<file path="src/rtl/key_cmd_scheduler.sv">
// -----------------------------------------------------------------------------
// key_cmd_scheduler
//   Merges the one-cycle key pulses from the button debouncers with an
//   internal gravity tick into a single ordered command stream for the game
//   FSM. Each source owns a pending latch; a round-robin arbiter moves at most
//   one pending source per cycle into a small FIFO, and the FIFO head is
//   offered to the consumer with a valid/ready handshake.
//
// Ports
//   clk        system clock
//   rst_n      asynchronous active-low reset
//   key_pulse  [0]LEFT [1]RIGHT [2]ROTATE [3]SOFT_DOWN [4]HARD_DROP pulses
//   enable     game running; low clears pending, flushes FIFO, parks gravity
//   level      speed level 0..15, shortens the gravity period
//   cmd_valid  FIFO head holds a command
//   cmd_code   head command: 0..4 key index, 5 gravity
//   cmd_ready  consumer takes the head when cmd_valid & cmd_ready
//   pending    pending latch per source (bit 5 = gravity)
//   dup_drop   sticky flag: a request arrived for an already-pending source
// -----------------------------------------------------------------------------
module key_cmd_scheduler #(
  parameter int FIFO_DEPTH = 4,
  parameter int CNT_W      = 25,
  parameter int GRAV_BASE  = 25_000_000,
  parameter int GRAV_STEP  = 2_000_000,
  parameter int GRAV_MIN   = 2_500_000
) (
  input  logic       clk,
  input  logic       rst_n,
  input  logic [4:0] key_pulse,
  input  logic       enable,
  input  logic [3:0] level,
  output logic       cmd_valid,
  output logic [2:0] cmd_code,
  input  logic       cmd_ready,
  output logic [5:0] pending,
  output logic       dup_drop
);

  localparam int NSRC = 6;
  localparam int AW   = (FIFO_DEPTH > 1) ? $clog2(FIFO_DEPTH) : 1;
  localparam logic [AW:0] DEPTH_C   = (AW + 1)'(FIFO_DEPTH);
  localparam logic [31:0] GRAV_SPAN = 32'(GRAV_BASE - GRAV_MIN);

  // ---------------------------------------------------------------- gravity
  logic [CNT_W-1:0] cnt_q, cnt_d;
  logic [31:0]      lvl_step, period;
  logic             grav_fire;

  assign lvl_step = 32'(level) * 32'(GRAV_STEP);
  // Compare before subtracting so a large level can never wrap the period.
  assign period   = (lvl_step > GRAV_SPAN) ? 32'(GRAV_MIN) : 32'(GRAV_BASE) - lvl_step;
  // ">=" lets a level raised mid-count fire at once instead of wrapping.
  assign grav_fire = enable && (32'(cnt_q) >= (period - 32'd1));
  assign cnt_d     = (!enable || grav_fire) ? '0 : cnt_q + CNT_W'(1);

  // ---------------------------------------------------------------- arbiter
  logic [5:0]  req, pend_q, pend_d, grant;
  logic [2:0]  ptr_q, ptr_d, grant_idx;
  logic [3:0]  scan_sum;
  logic        grant_vld, dup_q, dup_d;
  logic [AW:0] count_q, count_d;

  assign req = enable ? {grav_fire, key_pulse} : '0;

  // NOTE: every always_comb output gets a default first, so no path can leave
  // a signal unassigned and infer a latch.
  always_comb begin
    grant_vld = 1'b0;
    grant_idx = '0;
    scan_sum  = '0;
    // Registered count only: a pop this cycle does not open a slot when full.
    if (enable && (count_q < DEPTH_C)) begin
      for (int k = 0; k < NSRC; k++) begin
        scan_sum = {1'b0, ptr_q} + 4'(k);
        if (scan_sum >= 4'(NSRC)) scan_sum = scan_sum - 4'(NSRC);
        if (!grant_vld && pend_q[scan_sum[2:0]]) begin
          grant_vld = 1'b1;
          grant_idx = scan_sum[2:0];
        end
      end
    end
  end

  assign grant = grant_vld ? (6'b1 << grant_idx) : '0;

  // A request in the grant cycle re-arms the latch; one without a grant while
  // already pending is lost and flagged.
  assign pend_d = enable ? ((pend_q & ~grant) | req) : '0;
  assign dup_d  = dup_q | (|(req & pend_q & ~grant));
  assign ptr_d  = !grant_vld ? ptr_q :
                  (grant_idx == 3'(NSRC - 1)) ? 3'd0 : grant_idx + 3'd1;

  // ---------------------------------------------------------------- FIFO
  logic [2:0]    mem_q [FIFO_DEPTH];
  logic [AW-1:0] wr_q, wr_d, rd_q, rd_d;
  logic          push, pop;

  assign push = grant_vld;
  assign pop  = cmd_valid && cmd_ready;

  always_comb begin
    wr_d    = wr_q;
    rd_d    = rd_q;
    count_d = count_q;
    if (!enable) begin
      wr_d    = '0;
      rd_d    = '0;
      count_d = '0;
    end else begin
      if (push) wr_d = wr_q + AW'(1);
      if (pop)  rd_d = rd_q + AW'(1);
      if (push && !pop)      count_d = count_q + (AW + 1)'(1);
      else if (!push && pop) count_d = count_q - (AW + 1)'(1);
    end
  end

  // NOTE: sequential state uses non-blocking assignments so every register
  // samples the pre-edge values regardless of statement order.
  always_ff @(posedge clk or negedge rst_n) begin
    if (!rst_n) begin
      cnt_q   <= '0;
      pend_q  <= '0;
      dup_q   <= 1'b0;
      ptr_q   <= '0;
      wr_q    <= '0;
      rd_q    <= '0;
      count_q <= '0;
    end else begin
      cnt_q   <= cnt_d;
      pend_q  <= pend_d;
      dup_q   <= dup_d;
      ptr_q   <= ptr_d;
      wr_q    <= wr_d;
      rd_q    <= rd_d;
      count_q <= count_d;
    end
  end

  // NOTE: the storage is reset because cmd_code reads it directly and must
  // come out of reset as 0; at a few bits this costs nothing.
  always_ff @(posedge clk or negedge rst_n) begin
    if (!rst_n) begin
      for (int i = 0; i < FIFO_DEPTH; i++) mem_q[i] <= '0;
    end else if (push) begin
      mem_q[wr_q] <= grant_idx;
    end
  end

  // Head is a flop output; it cannot change while the consumer stalls because
  // writes never target the occupied head slot.
  assign cmd_valid = (count_q != '0);
  assign cmd_code  = mem_q[rd_q];
  assign pending   = pend_q;
  assign dup_drop  = dup_q;

endmodule

</file>
<file path="config.mk">
export PLATFORM = sky130hd
export DESIGN_NAME = key_cmd_scheduler
export DESIGN_NICKNAME = d
export VERILOG_FILES = /design/src/rtl/key_cmd_scheduler.sv
export SDC_FILE = /design/constraint.sdc
export NUM_CORES = 1
export LEC_CHECK = 0
export CAP_MARGIN = 40
export CORE_MARGIN = 3
export CORE_UTILIZATION = 30
export CTS_CLUSTER_DIAMETER = 30
export DETAILED_ROUTE_END_ITERATION = 6
export PLACE_DENSITY = 0.54
export SYNTH_ARGS = -nofsm -noshare
export SYNTH_HDL_FRONTEND = slang
export SYNTH_SLANG_ARGS = --single-unit
</file>
<file path="constraint.sdc">
create_clock -name clk -period 4.94 [get_ports clk]
set_clock_uncertainty 0.05 [all_clocks]
set_input_delay 1.482 -clock clk [delete_from_list [all_inputs] [get_ports clk]]
set_output_delay 1.482 -clock clk [all_outputs]
set_load 0.01 [all_outputs]
</file>
==> run summary, run 1 <==
Crit path capture type = flip-flop
H-tree levels = 2
CP Data Required Time = 5.11 ns
Clk_lat worst skew = 0.29 ns
Vias in the first global route = 4261
Vias after detailed routing = 4153
EDFF count, synth = 0
Slew headroom = 54.0%
Utilization after layout = 40.6%
Worst Hold Class = reg2reg
Warning count from the yosys run = 0
Area growth syn-to-layout = 30.1%
Largest family of logic cells by synthesized area = simple AND/OR/NAND/NOR gates
R2r endpoint = dup_drop
Status = finished with violations
# port buffers = 23
Syn Std Cell Area = 4830 sq um
Cells along the critical path = buf_8, fa_1, inv_1, fa_1, inv_2, ha_4, nor2b_1, o21ai_1, nand2b_1, xor2_2, a32o_2, o21ai_4, clkinv_4, buf_6, ha_4, a211o_1, a21oi_2, nand3b_1, a2111oi_4, o32ai_4, nand2_4, clkbuf_16, nor2_2
Dpl cells = 810
RePlAce Congestion = 0.833
CP arrival = 6.03 ns
Reg2reg start = ptr_q[2]
Fin Setup TNS = -24.14 ns
Max VDD drop = 0.281 mV
Register area share after synthesis = 28.0%
Simple-gate share of the synthesized area = 20.0%
Power per cell area = 489 nW/um^2
CTS Buf Count = 5
Drt via density = 5.02
Site Rows = 45
Average size of a mapped cell = 8.91 sq um
Total power = 3.07 mW
Worst path slowest cell = fa_1
Routed Antenna Nets = 0
Fillers = 1536
Setup Viol. Count Final = 27
FF-to-FF path depth = 16
WL final = 12.0 mm
CP startpoint kind = primary input
First-pass GRT wire length = 20.2 mm
Max_cap viols = 0
Most used flip-flop cell after synthesis = dfrtp_1
Share of post-route cells with drive strength above 1 = 27.4%
Period minus WS final = 5.86 ns
Gr ovfl total = 0
Fin crit share = 119%
CTS sink count = 54
Worst-Margin Slew = 0.670 ns
# DRC = 0
# diodes = 0
Final HPWL DP = 8.87 mm
Compound-Gate Fraction of Synth Area = 15.2%
Global-route usage over all layers = 13.4%
Mux contribution to synthesized area = 7.02%
Post-synthesis register bit count = 54
IO Pins = 24
Leakage = 2.73 nW
Final hold vios = 0
Nets@finish = 688
Critical Path Start = level[2]
Number of distinct library cells after synthesis = 70
Longest Clk Path Bufs = 2
Drt pass-1 iters = 4
CTS root buf = clkbuf_16
Critical-path maximum fanout = 6
Synth Area in XOR/XNOR = 9.38%
RSZ-0062 raised after global routing = yes
Height of the die = 133 um
DR WL/cell = 14.5 um
TritonCTS clock tree = built
Antenna violations before repair = 0
DP Area = 5690 sq um
Failing checks = negative setup slack
Gate Count Post-Synth = 542
Starting Density = 31.2%
Critical path class = in2reg
Worst Slack Setup Final = -0.916 ns
Fraction of registers with async set/reset = 100%
First-iteration detailed-routing DRC count = 172
Largest net degree at the start of global routing = 31
Max incr delay on CP = 0.56 ns
Clock transition at the registers of the reported paths = 0.07 ns
Die X = 133 um
Final instance area = 6280 sq um
Post-Synth Adder-Cell Area = 16.7%
Syn_nets = 615
Max Freq = 0.171 GHz
WHS = 0.434 ns
Non-filler instance count after layout = 827
Die area = 17700 sq um
FF-to-FF setup slack = 0.73 ns
Final Max Slew Viols = 0
Worst Setup EP = cnt_q[18]
Setup WS pre-CTS = -1.58 ns
Core ar. = 15500 sq um
==> worst max-delay path: cells and delay by family <==
kind | cells | cell delay (ns)
and+or+nand+nor | 5 | 0.62
buffers and inverters | 6 | 0.69
xor gates and xnor gates | 1 | 0.18
adders and majority gates | 4 | 1.48
AOI/OAI and AO/OA | 7 | 1.57
==> registers in the layout, summed over array words and instances, names as in the netlist <==
name,cells
ptr_q,3
rd_q,2
wr_q,2
mem_q,12
cnt_q,25
pending,6
dup_drop,1
count_q,3
==> report_power, final <==
part / switching, mW / internal, mW
clock network: 0.166 / 0.242
logic: 1.17 / 0.905
registers: 0.0728 / 0.515
==> area by class of cell <==
cell class                      count  area [sq um]  area share [%]
Multi-Input combinational cell    445          3670            58.4
Sequential cell                    54          1350            21.5
Timing Repair Buffer               80           714            11.4
Tap cell                          211           264            4.20
Clock buffer                        5           125            1.99
Inverter                           29           114            1.81
Clock inverter                      3          47.5           0.757
==> worst min-delay path by stage <==
stage,startpoint,to,slack (ns),cells after the start
after global routing,cnt_q[0],cnt_q[0],0.45,1
after detailed placement,cnt_q[0],cnt_q[0],0.42,1
after CTS,cnt_q[0],cnt_q[0],0.43,1
final,cnt_q[0],cnt_q[0],0.43,1
after floorplan,cnt_q[0],cnt_q[0],0.39,1
after global placement,mem_q[2],mem_q[2],0.41,2
==> cell usage after synthesis, types with 2 or more instances <==
master / count / share of area, %
clkbuf_1: 10 / 0.78
xnor2_1: 21 / 3.8
xor2_1: 27 / 4.9
xnor2_2: 2 / 0.67
o2111ai_1: 3 / 0.54
nand4_1: 9 / 1.2
fa_1: 6 / 2.5
nor2_1: 60 / 4.7
a31oi_1: 2 / 0.26
a211o_1: 4 / 0.73
or3_1: 8 / 1.0
nor2b_1: 6 / 0.78
and3_1: 7 / 0.91
and2_1: 5 / 0.65
mux2i_1: 10 / 2.1
mux2_2: 14 / 3.3
o21ai_1: 2 / 0.21
o211ai_1: 9 / 1.4
a32oi_1: 3 / 0.54
buf_2: 2 / 0.21
nand2_1: 59 / 4.6
mux4_2: 3 / 1.4
a21oi_1: 25 / 2.6
a21o_1: 4 / 0.62
or2_2: 2 / 0.26
o21a_1: 3 / 0.47
nor3b_1: 5 / 0.78
buf_6: 2 / 0.47
a211oi_1: 4 / 0.62
nand3_1: 13 / 1.3
inv_1: 27 / 2.1
ha_1: 54 / 14
nor3_1: 9 / 0.93
nand3b_1: 2 / 0.31
dfrtp_1: 54 / 28
o21ai_0: 23 / 2.4
nand2b_1: 8 / 1.0
o22ai_1: 2 / 0.26
o32ai_1: 2 / 0.36
==> cell families after synthesis <==
kind of cell / count (synthesis)
flip-flops: 54
AO/OA/AOI/OAI: 106
multiplexers: 28
adder cells (fa/ha/maj): 61
buffers and inverters: 43
XOR/XNOR: 50
AND/OR/NAND/NOR: 200
==> metal layers <==
metal,vias to the layer above,global-route usage (%),part of all wire [%]
li1,2062,-,-
met1,2022,18.1,48
met3,8,1.37,2.3
met5,-,0,0
met4,0,2.37,0.65
met2,61,23.4,49
==> what timing repair did <==
item                                    in CTS  in global routing
pin swaps                                   25                 25
hold buffers                                 0                  0
setup buffers                                5                  4
gates cloned                                 0                  1
gates resized for setup                     52                 40
endpoints found under the setup margin      27                 27
==> placed cells by master (no fill, tap or decap), drive strengths merged, types with 4 or more instances in the layout <==
| cell | instances |
|---|---|
| a21o | 4 |
| and3 | 7 |
| clkbuf | 6 |
| ha | 54 |
| fa | 6 |
| nand4 | 9 |
| nand2 | 59 |
| clkdlybuf4s50 | 18 |
| nor3 | 9 |
| and2 | 5 |
| nor3b | 7 |
| inv | 29 |
| dfrtp | 54 |
| nor2b | 7 |
| xnor2 | 23 |
| a21oi | 26 |
| a211o | 4 |
| a211oi | 4 |
| or3 | 8 |
| nand3 | 13 |
| xor2 | 27 |
| o211ai | 10 |
| o21ai | 25 |
| mux2i | 11 |
| nand2b | 8 |
| mux2 | 14 |
| nor2 | 60 |
| buf | 60 |
No activity file was read; power rests on OpenSTA's default activity.
==> inputs of run 2 (changes only) <==
--- a/config.mk
+++ b/config.mk
@@ -5,12 +5,13 @@
 export SDC_FILE = /design/constraint.sdc
 export NUM_CORES = 1
 export LEC_CHECK = 0
+export ABC_AREA = 1
 export CAP_MARGIN = 40
 export CORE_MARGIN = 3
-export CORE_UTILIZATION = 30
+export CORE_UTILIZATION = 38
 export CTS_CLUSTER_DIAMETER = 30
 export DETAILED_ROUTE_END_ITERATION = 6
-export PLACE_DENSITY = 0.54
+export PLACE_DENSITY = 0.63
 export SYNTH_ARGS = -nofsm -noshare
 export SYNTH_HDL_FRONTEND = slang
 export SYNTH_SLANG_ARGS = --single-unit
==> run summary, run 2 <==
Status = finished with violations
Failing checks = negative setup slack
DP Area = 5600 sq um
Largest register FFs = 25
# DRC = 0
Commonest cells post-synth = 130 x nand2_1, 74 x nor2_1, 72 x inv_1
Vias after detailed routing = 4436
Max_cap viols = 0
TritonCTS clock tree = built
WHS = 0.437 ns
Setup WS pre-CTS = -1.34 ns
Final instance area = 6240 sq um
Site Rows = 40
Number of distinct library cells after synthesis = 44
Longest Clk Path Bufs = 2
Count leader, synth = nand2_1
Clock transition at the registers of the reported paths = 0.07 ns
Warning count from the yosys run = 0
CTS sink count = 54
Vias in the first global route = 4364
Cell taking the most area after synthesis = dfrtp_1
Largest net degree at the start of global routing = 29
WHS Path Cells = 2
Power per cell area = 479 nW/um^2
Crit path capture type = flip-flop
Worst-Margin Slew = 0.618 ns
FF-to-FF path depth = 20
H-tree levels = 2
First-iteration detailed-routing DRC count = 195
Fraction of registers with async set/reset = 100%
First-pass GRT wire length = 19.6 mm
CTS root buf = clkbuf_16
RePlAce Congestion = 0.856
Dpl cells = 871
Grt met2 use = 28.4%
Most flops, register = cnt_q
# port buffers = 23
Register Area = 1350 sq um
FF-to-FF setup slack = 1.31 ns
Main area contributors after synthesis = dfrtp_1 28%, ha_1 14%, nand2_1 10%
Die X = 118 um
Max Freq = 0.180 GHz
Post-synthesis register bit count = 54
CP startpoint kind = primary input
# diodes = 0
Met1 usage in global routing = 21.7%
Global Route met3 Usage = 2.93%
Nets@finish = 793
Die area = 13900 sq um
WL final = 11.5 mm
Syn Std Cell Area = 4760 sq um
Most used flip-flop cell after synthesis = dfrtp_1
Worst Hold Endpoint = mem_q[7]
Final hold vios = 0
R2r endpoint = dup_drop
Fin crit share = 112%
Worst Hold Class = reg2reg
Worst Slack Setup Final = -0.614 ns
Syn_nets = 711
Fillers = 1151
Setup Viol. Count Final = 27
Starting Density = 39.3%
Global-route usage over all layers = 16.4%
EDFF count, synth = 0
Worst path slowest cell = fa_1
Post-synth top area share = 28.4%
Fin Setup TNS = -14.55 ns
Multi-input logic area = 3470 sq um
Drt pass-1 iters = 5
Height of the die = 118 um
Average size of a mapped cell = 7.45 sq um
CTS Buf Count = 5
DR WL/cell = 12.9 um
Gr ovfl total = 0
Most common cell after layout, fill and taps aside = nand2_1
Most frequent cells in the layout = 124 x nand2_1, 69 x inv_1, 61 x nor2_1, 54 x dfrtp_1
Drt via density = 4.99
Share of post-route cells with drive strength above 1 = 25.5%
CP Data Required Time = 5.11 ns
Critical-path maximum fanout = 6
Clk_lat worst skew = 0.30 ns
Final Max Slew Viols = 0
Area growth syn-to-layout = 31.1%
Leakage = 2.87 nW
Core ar. = 12100 sq um
IO Pins = 24
Period minus WS final = 5.55 ns
Gate Count Post-Synth = 638
Final HPWL DP = 8.55 mm
GRT busiest layer = met2
Critical path class = in2reg
Slew headroom = 58.8%
Non-filler instance count after layout = 889
Max VDD drop = 0.199 mV
Max incr delay on CP = 0.57 ns
Routed Antenna Nets = 0
Crit-path most repeated cell = a21oi_2
Reg2reg start = ptr_q[0]
CP arrival = 5.72 ns
Antenna violations before repair = 0
RSZ-0062 raised after global routing = yes
Register area share after synthesis = 28.4%
Min-delay src = mem_q[7]
-- run 2: cell types whose count changed in the layout (fill, tap and decap cells not counted), moves of 17 or more --
cell | previous run | this run
nand2_1 | 53 | 124
inv_1 | 26 | 69
nor2_1 | 31 | 61
nand3_1 | 13 | 30
o21ai_0 | 20 | 37
-- run 2: cell families after synthesis --
| logic type | count (synthesis) | share of synthesized area (%) |
|---|---|---|
| simple gates | 323 | 32.5 |
| flops | 54 | 28.4 |
| fa+ha+maj | 60 | 16.7 |
| compound gates | 94 | 11.1 |
| xor+xnor | 22 | 4.21 |
| buf+inv | 85 | 7.02 |
-- run 2: routing by layer --
metal / vias up / share of wire (%)
li1: 2273 / -
met1: 2096 / 47
met2: 61 / 50
met3: 6 / 3.0
met4: 0 / 0.45
met5: - / 0
-- run 2: metrics by stage --
stage | total power [mW] | util [%]
2_1_floorplan | 2.02 | -
3_3_place_gp | 2.43 | 46.2
3_5_place_dp | 2.48 | 46.2
4_1_cts | 2.95 | 50.4
5_1_grt | 3.26 | 51.5
6_report | 2.98 | 51.5
-- run 2: final cells by class --
cell class	instances	share of cell area [%]
Clock buffer	5	2.01
Clock inverter	3	0.783
Inverter	80	4.90
Multi-Input combinational cell	499	55.7
Sequential cell	54	21.7
Tap cell	168	3.37
Timing Repair Buffer	80	11.6
-- run 2: critical path: cells and delay by family --
family	cells	cell delay, ns
XOR/XNOR	1	0.20
AND/OR/NAND/NOR	8	0.91
buffers and inverters	7	0.72
adder cells (fa/ha/maj)	4	1.58
AO/OA/AOI/OAI	6	0.82
-- run 2: worst max-delay path by stage --
stage,cells after the start,startpoint,endpoint,slack (ns)
floorplan,23,level[1],cnt_q[14],-0.59
global placement,31,level[1],dup_drop,-1.19
detailed placement,27,level[1],cnt_q[2],-1.34
CTS,28,level[1],cnt_q[2],-0.70
global route,26,level[2],cnt_q[13],-0.74
finish,26,level[2],cnt_q[13],-0.61
-- run 2: report_power, final --
part	leakage (nW)	internal (mW)	switching, mW
logic	2.07	0.751	1.23
clock network	0.0819	0.243	0.166
registers	0.724	0.516	0.0743
-- run 2: what timing repair did --
action | CTS | global route
pin swaps | 24 | 37
resized for setup | 61 | 40
hold buffers | 0 | 0
buffers inserted | 7 | 2
cloned | 3 | 0
setup endpoints to repair | 27 | 27
==> inputs of run 3 (changes only) <==
--- a/config.mk
+++ b/config.mk
@@ -11,6 +11,7 @@
 export CORE_UTILIZATION = 38
 export CTS_CLUSTER_DIAMETER = 30
 export DETAILED_ROUTE_END_ITERATION = 6
+export GPL_TIMING_DRIVEN = 0
 export PLACE_DENSITY = 0.63
 export SYNTH_ARGS = -nofsm -noshare
 export SYNTH_HDL_FRONTEND = slang
==> run summary, run 3 (synthesis gave the netlist of run 2 again) <==
Site Rows = 40
FF-to-FF path depth = 22
RSZ-0062 raised after global routing = yes
First-iteration detailed-routing DRC count = 299
Drt pass-1 iters = 5
# DRC = 0
Setup WS pre-CTS = -2.11 ns
Vias in the first global route = 4233
Routed Antenna Nets = 0
TritonCTS clock tree = built
H-tree levels = 2
Longest Clk Path Bufs = 2
Fillers = 1180
Height of the die = 118 um
Starting Density = 39.3%
Largest net degree at the start of global routing = 31
Clock transition at the registers of the reported paths = 0.07 ns
CTS sink count = 54
WHS Path Cells = 2
Leakage = 2.71 nW
Most flops, register = cnt_q
CP startpoint kind = primary input
Failing checks = negative setup slack
Final hold vios = 0
DR WL/cell = 12.9 um
Setup Viol. Count Final = 27
Area growth syn-to-layout = 25.5%
Worst Hold Class = reg2reg
Worst path slowest cell = fa_1
IO Pins = 24
Most frequent cells in the layout = 124 x nand2_1, 71 x inv_1, 60 x nor2_1, 54 x dfrtp_1, 49 x ha_1
Grt met2 use = 26.8%
Critical-path maximum fanout = 6
Nets@finish = 759
Global Route met3 Usage = 3.17%
Period minus WS final = 5.56 ns
Critical path class = in2reg
Share of post-route cells with drive strength above 1 = 21.0%
Fin crit share = 113%
Drt via density = 5.05
Die X = 118 um
Vias after detailed routing = 4316
CP Data Required Time = 5.11 ns
Multi-input logic area = 3470 sq um
Largest register FFs = 25
Crit-path most repeated cell = nand2_2
Core ar. = 12100 sq um
Fin Setup TNS = -14.69 ns
Final Max Slew Viols = 0
CTS Buf Count = 5
Slew headroom = 60.1%
Max Freq = 0.180 GHz
Global-route usage over all layers = 16.3%
Gr ovfl total = 0
Clk_lat worst skew = 0.29 ns
CTS root buf = clkbuf_16
Max VDD drop = 0.179 mV
Status = finished with violations
Most common cell after layout, fill and taps aside = nand2_1
Antenna violations before repair = 0
CP arrival = 5.73 ns
# diodes = 0
Power per cell area = 485 nW/um^2
Worst Slack Setup Final = -0.623 ns
Max_cap viols = 0
Crit path capture type = flip-flop
WL final = 11.0 mm
Register Area = 1350 sq um
# port buffers = 23
Met1 usage in global routing = 22.1%
Die area = 13900 sq um
GRT busiest layer = met2
First-pass GRT wire length = 19.4 mm
RePlAce Congestion = 0.892
Worst-Margin Slew = 0.599 ns
Max incr delay on CP = 0.56 ns
Final HPWL DP = 8.25 mm
## run 3: changes by cell type in the layout (fill, tap and decap cells not counted), sizes merged
cell | before | now
inv | 77 | 76
clkbuf | 5 | 10
buf | 61 | 24
clkinv | 4 | 5
dlygate4sd2 | 1 | 0
bufinv | 1 | 0
clkinvlp | 1 | 0
clkdlybuf4s15 | 0 | 1
## run 3: cell type report
class	instances	area share, %
timing repair buffer	41	7.10
buffer	5	1.11
multi-input combinational	499	58.0
tap	168	3.52
clock inverter	1	0.0838
clock buffer	7	2.39
sequential	54	22.6
inverter	80	5.11
## run 3: what timing repair did
item / in CTS / in global routing
endpoints found under the setup margin: 27 / 27
gates resized for setup: 57 / 44
hold buffers: 0 / 0
pin swaps: 25 / 31
buffers inserted: 10 / 5
cloned: 1 / 1
## run 3: per-stage QoR
stage | hold slack [ns] | total power [mW] | area [sq um] | instances | utilization, %
final | 0.434 | 2.90 | 5970 | 855 | 49.3
after CTS | 0.435 | 2.86 | 5720 | 849 | 47.3
after detailed placement | 0.418 | 2.43 | 5300 | 830 | 43.8
after global routing | 0.456 | 3.19 | 5970 | 855 | 49.3
after floorplan | 0.398 | 2.02 | 4840 | 638 | -
after global placement | 0.417 | 2.38 | 5290 | 829 | 43.6
## run 3: routing by layer
layer / wire [um] / up-vias / part of all wire [%]
met5: 0 / - / 0
met3: 384 / 21 / 3.5
met1: 5290 / 2012 / 48
met2: 5190 / 77 / 47
li1: - / 2206 / -
met4: 170 / 0 / 1.5
## run 3: final timing paths
kind / from / endpoint / slack, ns
min in group asynchronous: rst_n / count_q[0] / 1.14
min reg2reg: mem_q[8] / mem_q[8] / 0.43
max: level[2] / cnt_q[10] / -0.62
min: mem_q[8] / mem_q[8] / 0.43
max in group asynchronous: rst_n / cnt_q[15] / 3.12
max reg2reg: ptr_q[0] / dup_drop / 1.38
## run 3: power by group
part / internal, mW / leakage [nW] / switching, mW
clock: 0.201 / 0.0739 / 0.156
combinational: 0.725 / 1.91 / 1.23
sequential: 0.517 / 0.724 / 0.0659
total: 1.44 / 2.71 / 1.45
## run 3: worst max-delay path, delay by kind of cell
kind | cells | cell delay [ns]
AND/OR/NAND/NOR | 10 | 1.11
adder cells (fa/ha/maj) | 4 | 1.60
AO/OA/AOI/OAI | 4 | 0.68
XOR/XNOR | 1 | 0.21
buffers and inverters | 6 | 0.63
